[src/rtl/router_sync_n_pkg.sv]
// Shared defaults and helpers for the parametrised router synchronizer.
package router_pkg;

  localparam int unsigned ROUTER_NUM_PORTS = 3;
  localparam int unsigned ROUTER_ADDR_W    = 2;
  localparam int unsigned ROUTER_TIMEOUT   = 30;

  // Smallest r with 2**r >= v; used to size the timeout counters.
  function automatic int unsigned clog2(input int unsigned v);
    int unsigned r;
    r = 0;
    while ((32'd1 << r) < v) r++;
    return r;
  endfunction

endpackage

[src/rtl/router_sync_n_if.sv]
// FSM/FIFO-side bus of the router synchronizer.
interface router_sync_n_if
  import router_pkg::*;
#(
  parameter int unsigned NUM_PORTS = ROUTER_NUM_PORTS,
  parameter int unsigned ADDR_W    = ROUTER_ADDR_W
);
  logic [ADDR_W-1:0]    din;
  logic                 detect_addr;
  logic                 wr_en_reg;
  logic [NUM_PORTS-1:0] full;
  logic [NUM_PORTS-1:0] empty;
  logic [NUM_PORTS-1:0] rd_en;
  logic [NUM_PORTS-1:0] wr_en;
  logic                 fifo_full;
  logic [NUM_PORTS-1:0] vld_out;
  logic [NUM_PORTS-1:0] soft_reset;
  logic                 addr_err;

  modport master (
    output din, detect_addr, wr_en_reg, full, empty, rd_en,
    input  wr_en, fifo_full, vld_out, soft_reset, addr_err
  );

  modport slave (
    input  din, detect_addr, wr_en_reg, full, empty, rd_en,
    output wr_en, fifo_full, vld_out, soft_reset, addr_err
  );
endinterface

[src/rtl/router_sync_n_timer.sv]
// Per-port idle timer: pulses soft_reset after TIMEOUT valid-but-unread cycles.
module router_sync_timer #(
  parameter int unsigned TIMEOUT = 30,
  parameter int unsigned CNT_W   = 5
) (
  input  logic clk,
  input  logic rst,
  input  logic vld,
  input  logic rd_en,
  output logic soft_reset
);
  localparam logic [CNT_W-1:0] CNT_LAST = CNT_W'(TIMEOUT - 1);

  logic [CNT_W-1:0] cnt;

  // Any read or an empty FIFO restarts the window; the pulse also restarts it.
  always_ff @(posedge clk) begin
    if (rst) begin
      cnt        <= '0;
      soft_reset <= 1'b0;
    end else if (!vld || rd_en) begin
      cnt        <= '0;
      soft_reset <= 1'b0;
    end else if (cnt == CNT_LAST) begin
      cnt        <= '0;
      soft_reset <= 1'b1;
    end else begin
      cnt        <= cnt + CNT_W'(1);
      soft_reset <= 1'b0;
    end
  end
endmodule

[src/rtl/router_sync_n.sv]
// Router synchronizer: latches the header address, steers FIFO writes,
// returns the addressed full flag and flushes ports whose data sits unread.
module router_sync_n
  import router_pkg::*;
#(
  parameter int unsigned NUM_PORTS = ROUTER_NUM_PORTS,
  parameter int unsigned ADDR_W    = ROUTER_ADDR_W,
  parameter int unsigned TIMEOUT   = ROUTER_TIMEOUT,
  parameter int unsigned CNT_W     = clog2(TIMEOUT + 1)
) (
  input logic            clk,
  input logic            rst,
  router_sync_n_if.slave bus
);
  localparam int unsigned AW1 = ADDR_W + 1;

  if (NUM_PORTS < 2 || NUM_PORTS > 16) begin : g_bad_ports
    $error("router_sync_n: NUM_PORTS must be within 2..16");
  end
  if ((64'd1 << ADDR_W) < 64'(NUM_PORTS)) begin : g_bad_addr_w
    $error("router_sync_n: ADDR_W too narrow for NUM_PORTS");
  end
  if (TIMEOUT < 2) begin : g_bad_timeout
    $error("router_sync_n: TIMEOUT must be at least 2");
  end
  if ((64'd1 << CNT_W) <= 64'(TIMEOUT)) begin : g_bad_cnt_w
    $error("router_sync_n: CNT_W too narrow for TIMEOUT");
  end

  logic [ADDR_W-1:0]    addr_q;
  logic                 in_range;
  logic                 fifo_full_c;
  logic [NUM_PORTS-1:0] wr_en_c;
  logic [NUM_PORTS-1:0] vld;
  logic [NUM_PORTS-1:0] soft_reset;

  always_ff @(posedge clk) begin
    if (rst) begin
      addr_q <= '0;
    end else if (bus.detect_addr) begin
      addr_q <= bus.din;
    end
  end

  assign in_range = ({1'b0, addr_q} < AW1'(NUM_PORTS));

  // Out-of-range addresses select nothing, so their writes are dropped.
  always_comb begin
    wr_en_c     = '0;
    fifo_full_c = 1'b0;
    for (int unsigned i = 0; i < NUM_PORTS; i++) begin
      if (in_range && addr_q == ADDR_W'(i)) begin
        wr_en_c[i]  = bus.wr_en_reg;
        fifo_full_c = bus.full[i];
      end
    end
  end

  assign vld = ~bus.empty;

  for (genvar g = 0; g < NUM_PORTS; g++) begin : g_port
    router_sync_timer #(
      .TIMEOUT (TIMEOUT),
      .CNT_W   (CNT_W)
    ) u_timer (
      .clk        (clk),
      .rst        (rst),
      .vld        (vld[g]),
      .rd_en      (bus.rd_en[g]),
      .soft_reset (soft_reset[g])
    );
  end

  assign bus.wr_en      = wr_en_c;
  assign bus.fifo_full  = fifo_full_c;
  assign bus.vld_out    = vld;
  assign bus.soft_reset = soft_reset;
  assign bus.addr_err   = ~in_range;
endmodule
[src/flat_wrapper.sv]
// flat-port wrapper written by rule: the top's interface ports become plain ports
module router_sync_n_flat import router_pkg::*;
#(
  parameter int unsigned NUM_PORTS = ROUTER_NUM_PORTS,
  parameter int unsigned ADDR_W    = ROUTER_ADDR_W,
  parameter int unsigned TIMEOUT   = ROUTER_TIMEOUT,
  parameter int unsigned CNT_W     = clog2(TIMEOUT + 1)
)
  (clk, rst, bus_din, bus_detect_addr, bus_wr_en_reg, bus_full, bus_empty, bus_rd_en, bus_wr_en, bus_fifo_full, bus_vld_out, bus_soft_reset, bus_addr_err);
  router_sync_n_if #(.NUM_PORTS(NUM_PORTS), .ADDR_W(ADDR_W)) bus_i ();
  input logic clk;
  input logic rst;
  input wire logic [$bits(bus_i.din)-1:0] bus_din;
  input wire logic [$bits(bus_i.detect_addr)-1:0] bus_detect_addr;
  input wire logic [$bits(bus_i.wr_en_reg)-1:0] bus_wr_en_reg;
  input wire logic [$bits(bus_i.full)-1:0] bus_full;
  input wire logic [$bits(bus_i.empty)-1:0] bus_empty;
  input wire logic [$bits(bus_i.rd_en)-1:0] bus_rd_en;
  output wire logic [$bits(bus_i.wr_en)-1:0] bus_wr_en;
  output wire logic [$bits(bus_i.fifo_full)-1:0] bus_fifo_full;
  output wire logic [$bits(bus_i.vld_out)-1:0] bus_vld_out;
  output wire logic [$bits(bus_i.soft_reset)-1:0] bus_soft_reset;
  output wire logic [$bits(bus_i.addr_err)-1:0] bus_addr_err;
  assign bus_i.din = bus_din;
  assign bus_i.detect_addr = bus_detect_addr;
  assign bus_i.wr_en_reg = bus_wr_en_reg;
  assign bus_i.full = bus_full;
  assign bus_i.empty = bus_empty;
  assign bus_i.rd_en = bus_rd_en;
  assign bus_wr_en = bus_i.wr_en;
  assign bus_fifo_full = bus_i.fifo_full;
  assign bus_vld_out = bus_i.vld_out;
  assign bus_soft_reset = bus_i.soft_reset;
  assign bus_addr_err = bus_i.addr_err;
  router_sync_n #(.NUM_PORTS(NUM_PORTS), .ADDR_W(ADDR_W), .TIMEOUT(TIMEOUT), .CNT_W(CNT_W)) u_core (.clk(clk), .rst(rst), .bus(bus_i));
endmodule
[config.mk]
export PLATFORM = sky130hd
export DESIGN_NAME = router_sync_n_flat
export DESIGN_NICKNAME = d
export VERILOG_FILES = /design/src/rtl/router_sync_n_pkg.sv /design/src/rtl/router_sync_n_if.sv /design/src/rtl/router_sync_n_timer.sv /design/src/rtl/router_sync_n.sv /design/src/flat_wrapper.sv
export SDC_FILE = /design/constraint.sdc
export NUM_CORES = 1
export LEC_CHECK = 0
export ABC_CLOCK_PERIOD_IN_PS = 1600
export CAP_MARGIN = 15
export CORE_MARGIN = 1
export CORE_UTILIZATION = 47
export CTS_BUF_LIST = sky130_fd_sc_hd__clkbuf_8 sky130_fd_sc_hd__clkbuf_16
export DETAILED_ROUTE_END_ITERATION = 8
export PLACE_DENSITY = 0.81
export RECOVER_POWER = 100
export SYNTH_ARGS = -nofsm -noshare
export SYNTH_HDL_FRONTEND = slang
export SYNTH_HIERARCHICAL = 1
export SYNTH_SLANG_ARGS = --single-unit
[constraint.sdc]
create_clock -name clk -period 1.6 [get_ports clk]
set_input_delay 0.48 -clock clk [delete_from_list [all_inputs] [get_ports clk]]
set_output_delay 0.48 -clock clk [all_outputs]
set_load 0.005 [all_outputs]
==> impl_metrics.py, run 1 <==
metrics = {
    "floorplanning": {
        "fp.dieW_um": 43.98,
        "placement_rows": 14,
        "die_h_um": 43.98,
        "io_pins": 26,
        "initial_core_util_pct": 52.54,
        "core_mm2": 0.001577,
        "dieArea_mm2": 0.001934,
    },
    "clock_network": {
        "htreeDepth": 1,
        "clk_pin_slew_ns": 0.07,
        "numCtsBuffers": 3,
        "clockRootBuffer": "clkbuf_8",
        "tritoncts": "yes",
        "insertion_delay_ns": 0.25,
        "clockBufferDepth": 2,
        "clock_sinks": 20,
    },
    "synth": {
        "synth-seq-cells": 20,
        "synth_fa_ha_area_share_pct": 9.063,
        "ys_types": 16,
        "synth_area_um2": 828.3,
        "synth_enable_flop_cells": 0,
        "yosysMostFrequentCell": "nor2_1",
        "syn_area_per_cell_um2": 9.307,
        "yosys.area.top_type_share_pct": 48.34,
        "synthMuxAreaShare_pct": 3.625,
        "syn_inst": 89,
        "synth_compound_gate_area_share_pct": 0.6042,
        "ys.flop_type": "dfxtp_1",
        "yosys.area_share.simple_pct": 26.13,
        "synth_xor_xnor_area_share_pct": 9.517,
        "synth_top_family_by_area": "simple AND/OR/NAND/NOR gates",
        "synthArstFlopShare_pct": 0,
        "synth_top_cell_by_area": "dfxtp_1",
        "synthTopCellsByArea": "dfxtp_1 48%, nor2_1 11%, ha_1 9.1%",
        "yosys_warnings": 6,
        "syn-num-nets": 110,
        "ys_seq_area_share_pct": 48.34,
        "ys_top_cells_by_count": "24 x nor2_1, 20 x dfxtp_1",
    },
    "worst_hold_path": {
        "whs_path_depth": 1,
        "hold_path_class": "reg -> reg",
    },
    "sta": {
        "slew_violations": 0,
        "fin_crit_sh_pct": 98.61,
        "hold_ws_ns": 0.4722,
        "tightest_slew_ns": 0.1989,
        "timing.slew.headroom_pct": 86.70,
        "fin_skew_ns": 0.0005594,
        "rsz0062_at_grt": "false",
        "hold_viol": 0,
        "period_minus_slack_ns": 1.578,
        "setup_slack_ns": 0.02223,
        "max_freq_mhz": 633.8,
        "setup_viol": 0,
    },
    "placement": {
        "dpl.hpwl_mm": 1.169,
        "place.gp.congestion": 0.6979,
        "portBuffers": 25,
        "dp_slack_ns": -0.5726,
        "place_inst": 133,
        "place_area_mm2": 0.001121,
    },
    "global_route": {
        "grt_use_total_pct": 19.60,
        "grt_max_degree": 12,
        "grt_overflow": 0,
        "first_global_vias": 701,
        "grt_pass1_wl_mm": 2.760,
        "antenna_found_initial": 0,
    },
    "status": {
        "violations": "DRC",
        "status": "finished with violations",
    },
    "final_layout": {
        "final_area_mm2": 0.001179,
        "fin_util_pct": 74.76,
        "layout-drive-gt1-share_pct": 18.40,
        "stdcell_count": 141,
        "areaGrowthSynthToFinish_pct": 42.30,
        "antenna-diode-count": 0,
        "final_nets": 147,
    },
    "drt": {
        "remaining_drc_errors": 1,
        "drt_wl_total_mm": 1.654,
        "wl_per_cell_um": 11.73,
        "antenna_left": 0,
        "via_count": 701,
        "first_pass_iters": 8,
        "drt-initial-drc-count": 6,
        "viasPerCell": 4.972,
    },
    "setup_path": {
        "critPathKind": "in -> out",
        "cp_slowest_cell": "clkdlybuf4s50_1",
        "crit_path_start_kind": "input port",
        "cp.arrival_ns": 1.10,
        "r2r_cells": 5,
        "cp.required_ns": 1.12,
        "cp-end-kind": "output port",
        "cp_max_fo": 2,
        "crit_chain": "clkdlybuf4s50_1, inv_2, buf_2",
        "slowest_delay_ns": 0.47,
    },
    "power": {
        "ir_drop_mv": 0.7125,
        "powerDensity_mw_per_mm2": 835.0,
        "leakagePower_nw": 0.5143,
    },
    "run": {
        "drv_cap": 0,
    },
}
worst paths after layout:
path / endpoint / start / slack, ns
max: bus_vld_out[0] / bus_empty[0] / 0.02
min reg2reg: u_core/g_port[0].u_timer/cnt[0]$_SDFF_PP0_ / u_core/g_port[0].u_timer/cnt[0]$_SDFF_PP0_ / 0.47
min: u_core/g_port[0].u_timer/cnt[0]$_SDFF_PP0_ / u_core/g_port[0].u_timer/cnt[0]$_SDFF_PP0_ / 0.47
max reg2reg: u_core/g_port[2].u_timer/cnt[1]$_SDFF_PP0_ / u_core/g_port[2].u_timer/cnt[1]$_SDFF_PP0_ / 0.50
through the flow:
step           TNS (ns)  power [mW]
2_1_floorplan         0      0.5536
3_3_place_gp     -2.985      0.6206
3_5_place_dp     -3.085      0.6240
4_1_cts        -0.08159      0.9970
5_1_grt               0       1.024
6_report              0      0.9842
worst max-delay path, delay by kind of cell:
family / cells / cell delay, ns
buffers and inverters: 3 / 0.62
kinds of logic (layout without fill, tap and decap cells):
group | Yosys count | count (layout)
and+or+nand+nor | 44 | 44
DFF | 20 | 20
xor gates and xnor gates | 9 | 9
adders and majority gates | 6 | 6
buffers and inverters | 6 | 42
muxes | 3 | 3
AOI/OAI and AO/OA | 1 | 1
registers in the layout, indices dropped and copies added, names as in the netlist:
signal                            flops
u_core/g_port.u_timer/soft_reset      3
u_core/g_port.u_timer/cnt            15
u_core/addr_q                         2
where the power goes:
group          switching [mW]  internal, mW  total (mW)
Sequential            0.00660         0.504       0.511
Clock                   0.157         0.219       0.375
Combinational          0.0372        0.0610      0.0982
Total                   0.201         0.784       0.984
layer usage:
metal	up-vias	track usage (%)	part of all wire, %
li1	357	-	-
met1	321	19.32	40
met2	21	37.31	53
met3	2	5.417	7.0
met4	0	9.091	0.48
met5	-	0	0
layout by cell type, fill, tap and decap left out, types with 4 or more instances in the layout:
cell,count
buf_4,5
nand2_1,4
clkbuf_8,4
inv_1,4
xor2_1,6
ha_1,6
nand3_1,9
dfxtp_1,19
nor2_1,24
clkdlybuf4s50_1,10
final cells by class:
cell class	instances	area [um^2]
Multi-Input combinational cell	63	395.4
Sequential cell	20	404.1
Timing Repair Buffer	32	281.5
Clock buffer	4	55.05
Fill cell	121	397.9
Tap cell	16	20.02
Inverter	6	22.52
timing repair:
action	in CTS	in global routing
pin swaps	0	0
cloned	0	0
setup buffers	3	1
endpoints found under the setup margin	8	7
gates resized for setup	34	7
hold buffers	0	0
Power figures use the tool's default switching activity.
==> run 2, diff against run 1 <==
--- a/config.mk
+++ b/config.mk
@@ -7,7 +7,6 @@
 export LEC_CHECK = 0
 export ABC_CLOCK_PERIOD_IN_PS = 1600
 export CAP_MARGIN = 15
-export CORE_MARGIN = 1
 export CORE_UTILIZATION = 47
 export CTS_BUF_LIST = sky130_fd_sc_hd__clkbuf_8 sky130_fd_sc_hd__clkbuf_16
 export DETAILED_ROUTE_END_ITERATION = 8
==> results of run 2 <==
The final DEF is identical to that of run 1; final timing and power are the same.
==> run 3, diff against run 2 <==
--- a/config.mk
+++ b/config.mk
@@ -7,6 +7,7 @@
 export LEC_CHECK = 0
 export ABC_CLOCK_PERIOD_IN_PS = 1600
 export CAP_MARGIN = 15
+export CORE_MARGIN = 5
 export CORE_UTILIZATION = 47
 export CTS_BUF_LIST = sky130_fd_sc_hd__clkbuf_8 sky130_fd_sc_hd__clkbuf_16
 export DETAILED_ROUTE_END_ITERATION = 8
==> run 3 against run 2 <==
The run now ends clean. Sequential share of layout area grew 0.33 points. Sequential cell count did not move. Register-to-register slack is essentially flat. Fmax shrank 0.17%. Clock skew rose by 0.0010 ns. Cell area decreased by 0.96%. Largest cell class unchanged. Power fell by 0.98%. Clock power hardly changed. Largest power group unchanged. First-iteration DRC count rose by 33%. Final cell count grew 5.0%.
==> impl_metrics.py, run 3 (synthesis gave the netlist of run 1 again) <==
metrics = {
    "status": {
        "status": "completed",
    },
    "global_route": {
        "grt_use_total_pct": 14.96,
        "grt_max_degree": 12,
        "antenna_found_initial": 0,
        "grt_overflow": 0,
        "first_global_vias": 720,
        "grt_pass1_wl_mm": 2.925,
    },
    "final_layout": {
        "areaGrowthSynthToFinish_pct": 40.94,
        "mostFrequentLayoutCells": "24 x nor2_1, 19 x dfxtp_1, 9 x clkdlybuf4s50_1, 9 x nand3_1",
        "layout-drive-gt1-share_pct": 14.63,
        "final_area_mm2": 0.001167,
        "largest-register": "u_core/g_port.u_timer/cnt",
        "top_regs": "u_core/g_port.u_timer/cnt x15, u_core/g_port.u_timer/soft_reset x3, u_core/addr_q x2",
        "largest_reg_flops": 15,
        "antenna-diode-count": 0,
        "stdcell_count": 148,
        "final_nets": 145,
        "final_common_cell": "nor2_1",
    },
    "floorplanning": {
        "core_mm2": 0.001708,
        "die_h_um": 51.98,
        "initial_core_util_pct": 48.50,
        "placement_rows": 15,
        "io_pins": 26,
        "fp.dieW_um": 51.98,
        "dieArea_mm2": 0.002702,
    },
    "setup_path": {
        "slowest_delay_ns": 0.45,
        "r2r_cells": 5,
        "cp_max_fo": 2,
        "r2r-end": "u_core/g_port[2].u_timer/cnt[4]$_SDFF_PP0_",
        "worstReg2RegStart": "u_core/g_port[2].u_timer/cnt[1]$_SDFF_PP0_",
        "regToRegSetupSlack_ns": 0.49,
        "cp-end-kind": "output port",
        "cp.arrival_ns": 1.10,
        "critPathKind": "in -> out",
        "crit_path_start_kind": "input port",
        "crit_chain": "clkdlybuf4s50_1, inv_1, buf_2",
        "worstSetupStartpoint": "bus_empty[2]",
        "cp.required_ns": 1.12,
        "cp_slowest_cell": "clkdlybuf4s50_1",
        "crit_path_end": "bus_vld_out[2]",
    },
    "clock_network": {
        "clk_pin_slew_ns": 0.07,
        "clockBufferDepth": 2,
        "numCtsBuffers": 3,
        "clockRootBuffer": "clkbuf_8",
        "clock_sinks": 20,
        "htreeDepth": 1,
        "insertion_delay_ns": 0.25,
        "tritoncts": "yes",
    },
    "sta": {
        "hold_viol": 0,
        "rsz0062_at_grt": "false",
        "fin_crit_sh_pct": 98.78,
        "tns_ns": 0,
        "max_freq_mhz": 632.7,
        "hold_ws_ns": 0.4677,
        "slew_violations": 0,
        "fin_skew_ns": 0.001593,
        "timing.slew.headroom_pct": 85.84,
        "setup_viol": 0,
        "tightest_slew_ns": 0.2118,
        "period_minus_slack_ns": 1.580,
    },
    "placement": {
        "place.gp.congestion": 0.6857,
        "dpl.hpwl_mm": 1.293,
        "place_inst": 143,
        "place_area_mm2": 0.001140,
        "portBuffers": 25,
    },
    "power": {
        "ir_drop_mv": 0.5574,
        "intPower_mw": 0.7776,
        "p_switching_mw": 0.1970,
        "power_frac_comb_pct": 9.1,
        "power.share.clock_pct": 38.4,
        "swShare_pct": 20.21,
        "leakagePower_nw": 0.5075,
        "seqPwrFrac_pct": 52.5,
        "powerDensity_mw_per_mm2": 834.9,
    },
    "drt": {
        "antenna_left": 0,
        "remaining_drc_errors": 0,
        "drt_wl_total_mm": 1.661,
        "viasPerCell": 4.669,
        "via_count": 691,
        "drt-initial-drc-count": 8,
        "wl_per_cell_um": 11.22,
        "first_pass_iters": 4,
    },
    "worst_hold_path": {
        "hold_path_class": "reg -> reg",
    },
    "run": {
        "drv_cap": 0,
    },
}
-- run 3: final cells by class --
| class | count | area [um^2] |
|---|---|---|
| flip-flops and latches | 20 | 404.1 |
| well taps | 25 | 31.28 |
| inverters | 6 | 22.52 |
| fillers | 136 | 540.5 |
| repair buffers | 30 | 259.0 |
| clock buffers | 4 | 55.05 |
| multi-input cells | 63 | 395.4 |
-- run 3: worst min path at each step --
stage	from	endpoint	slack, ns	depth (start not counted)
floorplan	u_core/g_port[0].u_timer/cnt[0]$_SDFF_PP0_	u_core/g_port[0].u_timer/cnt[0]$_SDFF_PP0_	0.43	1
global placement	u_core/g_port[0].u_timer/cnt[0]$_SDFF_PP0_	u_core/g_port[0].u_timer/cnt[0]$_SDFF_PP0_	0.45	1
detailed placement	u_core/g_port[0].u_timer/cnt[0]$_SDFF_PP0_	u_core/g_port[0].u_timer/cnt[0]$_SDFF_PP0_	0.45	1
CTS	u_core/g_port[0].u_timer/cnt[0]$_SDFF_PP0_	u_core/g_port[0].u_timer/cnt[0]$_SDFF_PP0_	0.47	1
global route	u_core/g_port[0].u_timer/cnt[0]$_SDFF_PP0_	u_core/g_port[0].u_timer/cnt[0]$_SDFF_PP0_	0.51	1
finish	u_core/g_port[0].u_timer/cnt[0]$_SDFF_PP0_	u_core/g_port[0].u_timer/cnt[0]$_SDFF_PP0_	0.47	1
-- run 3: stage by stage --
step	power (mW)	setup slack, ns	util, %
floorplan	0.5536	0.4398	-
global placement	0.6233	-0.5482	66.74
detailed placement	0.6268	-0.5884	66.74
CTS	0.9940	0.01281	69.16
global route	1.028	0.007957	68.35
finish	0.9746	0.01955	68.35
-- run 3: critical path: cells and delay by family --
| family | cells | cell delay [ns] |
|---|---|---|
| buffers and inverters | 3 | 0.62 |
-- run 3: repair_timing --
| action | CTS | global route |
|---|---|---|
| pin swaps | 1 | 0 |
| setup endpoints to repair | 8 | 3 |
| hold buffers | 0 | 0 |
| resized for setup | 36 | 5 |
| buffers inserted | 2 | 0 |
-- run 3: layer usage --
metal	vias up	track usage, %	wire (um)
li1	359	-	-
met1	310	15.55	682
met2	20	25.94	855
met3	2	4.011	101
met4	0	10.04	22
met5	-	0	0
-- run 3: power groups by stage --
stage / logic, mW / registers [mW] / clock network, mW
after global placement: 0.0992 / 0.524 / 0
final: 0.0889 / 0.511 / 0.374
after global routing: 0.0994 / 0.513 / 0.415
after detailed placement: 0.102 / 0.525 / 0
after floorplan: 0.0309 / 0.523 / 0
after CTS: 0.0942 / 0.511 / 0.389
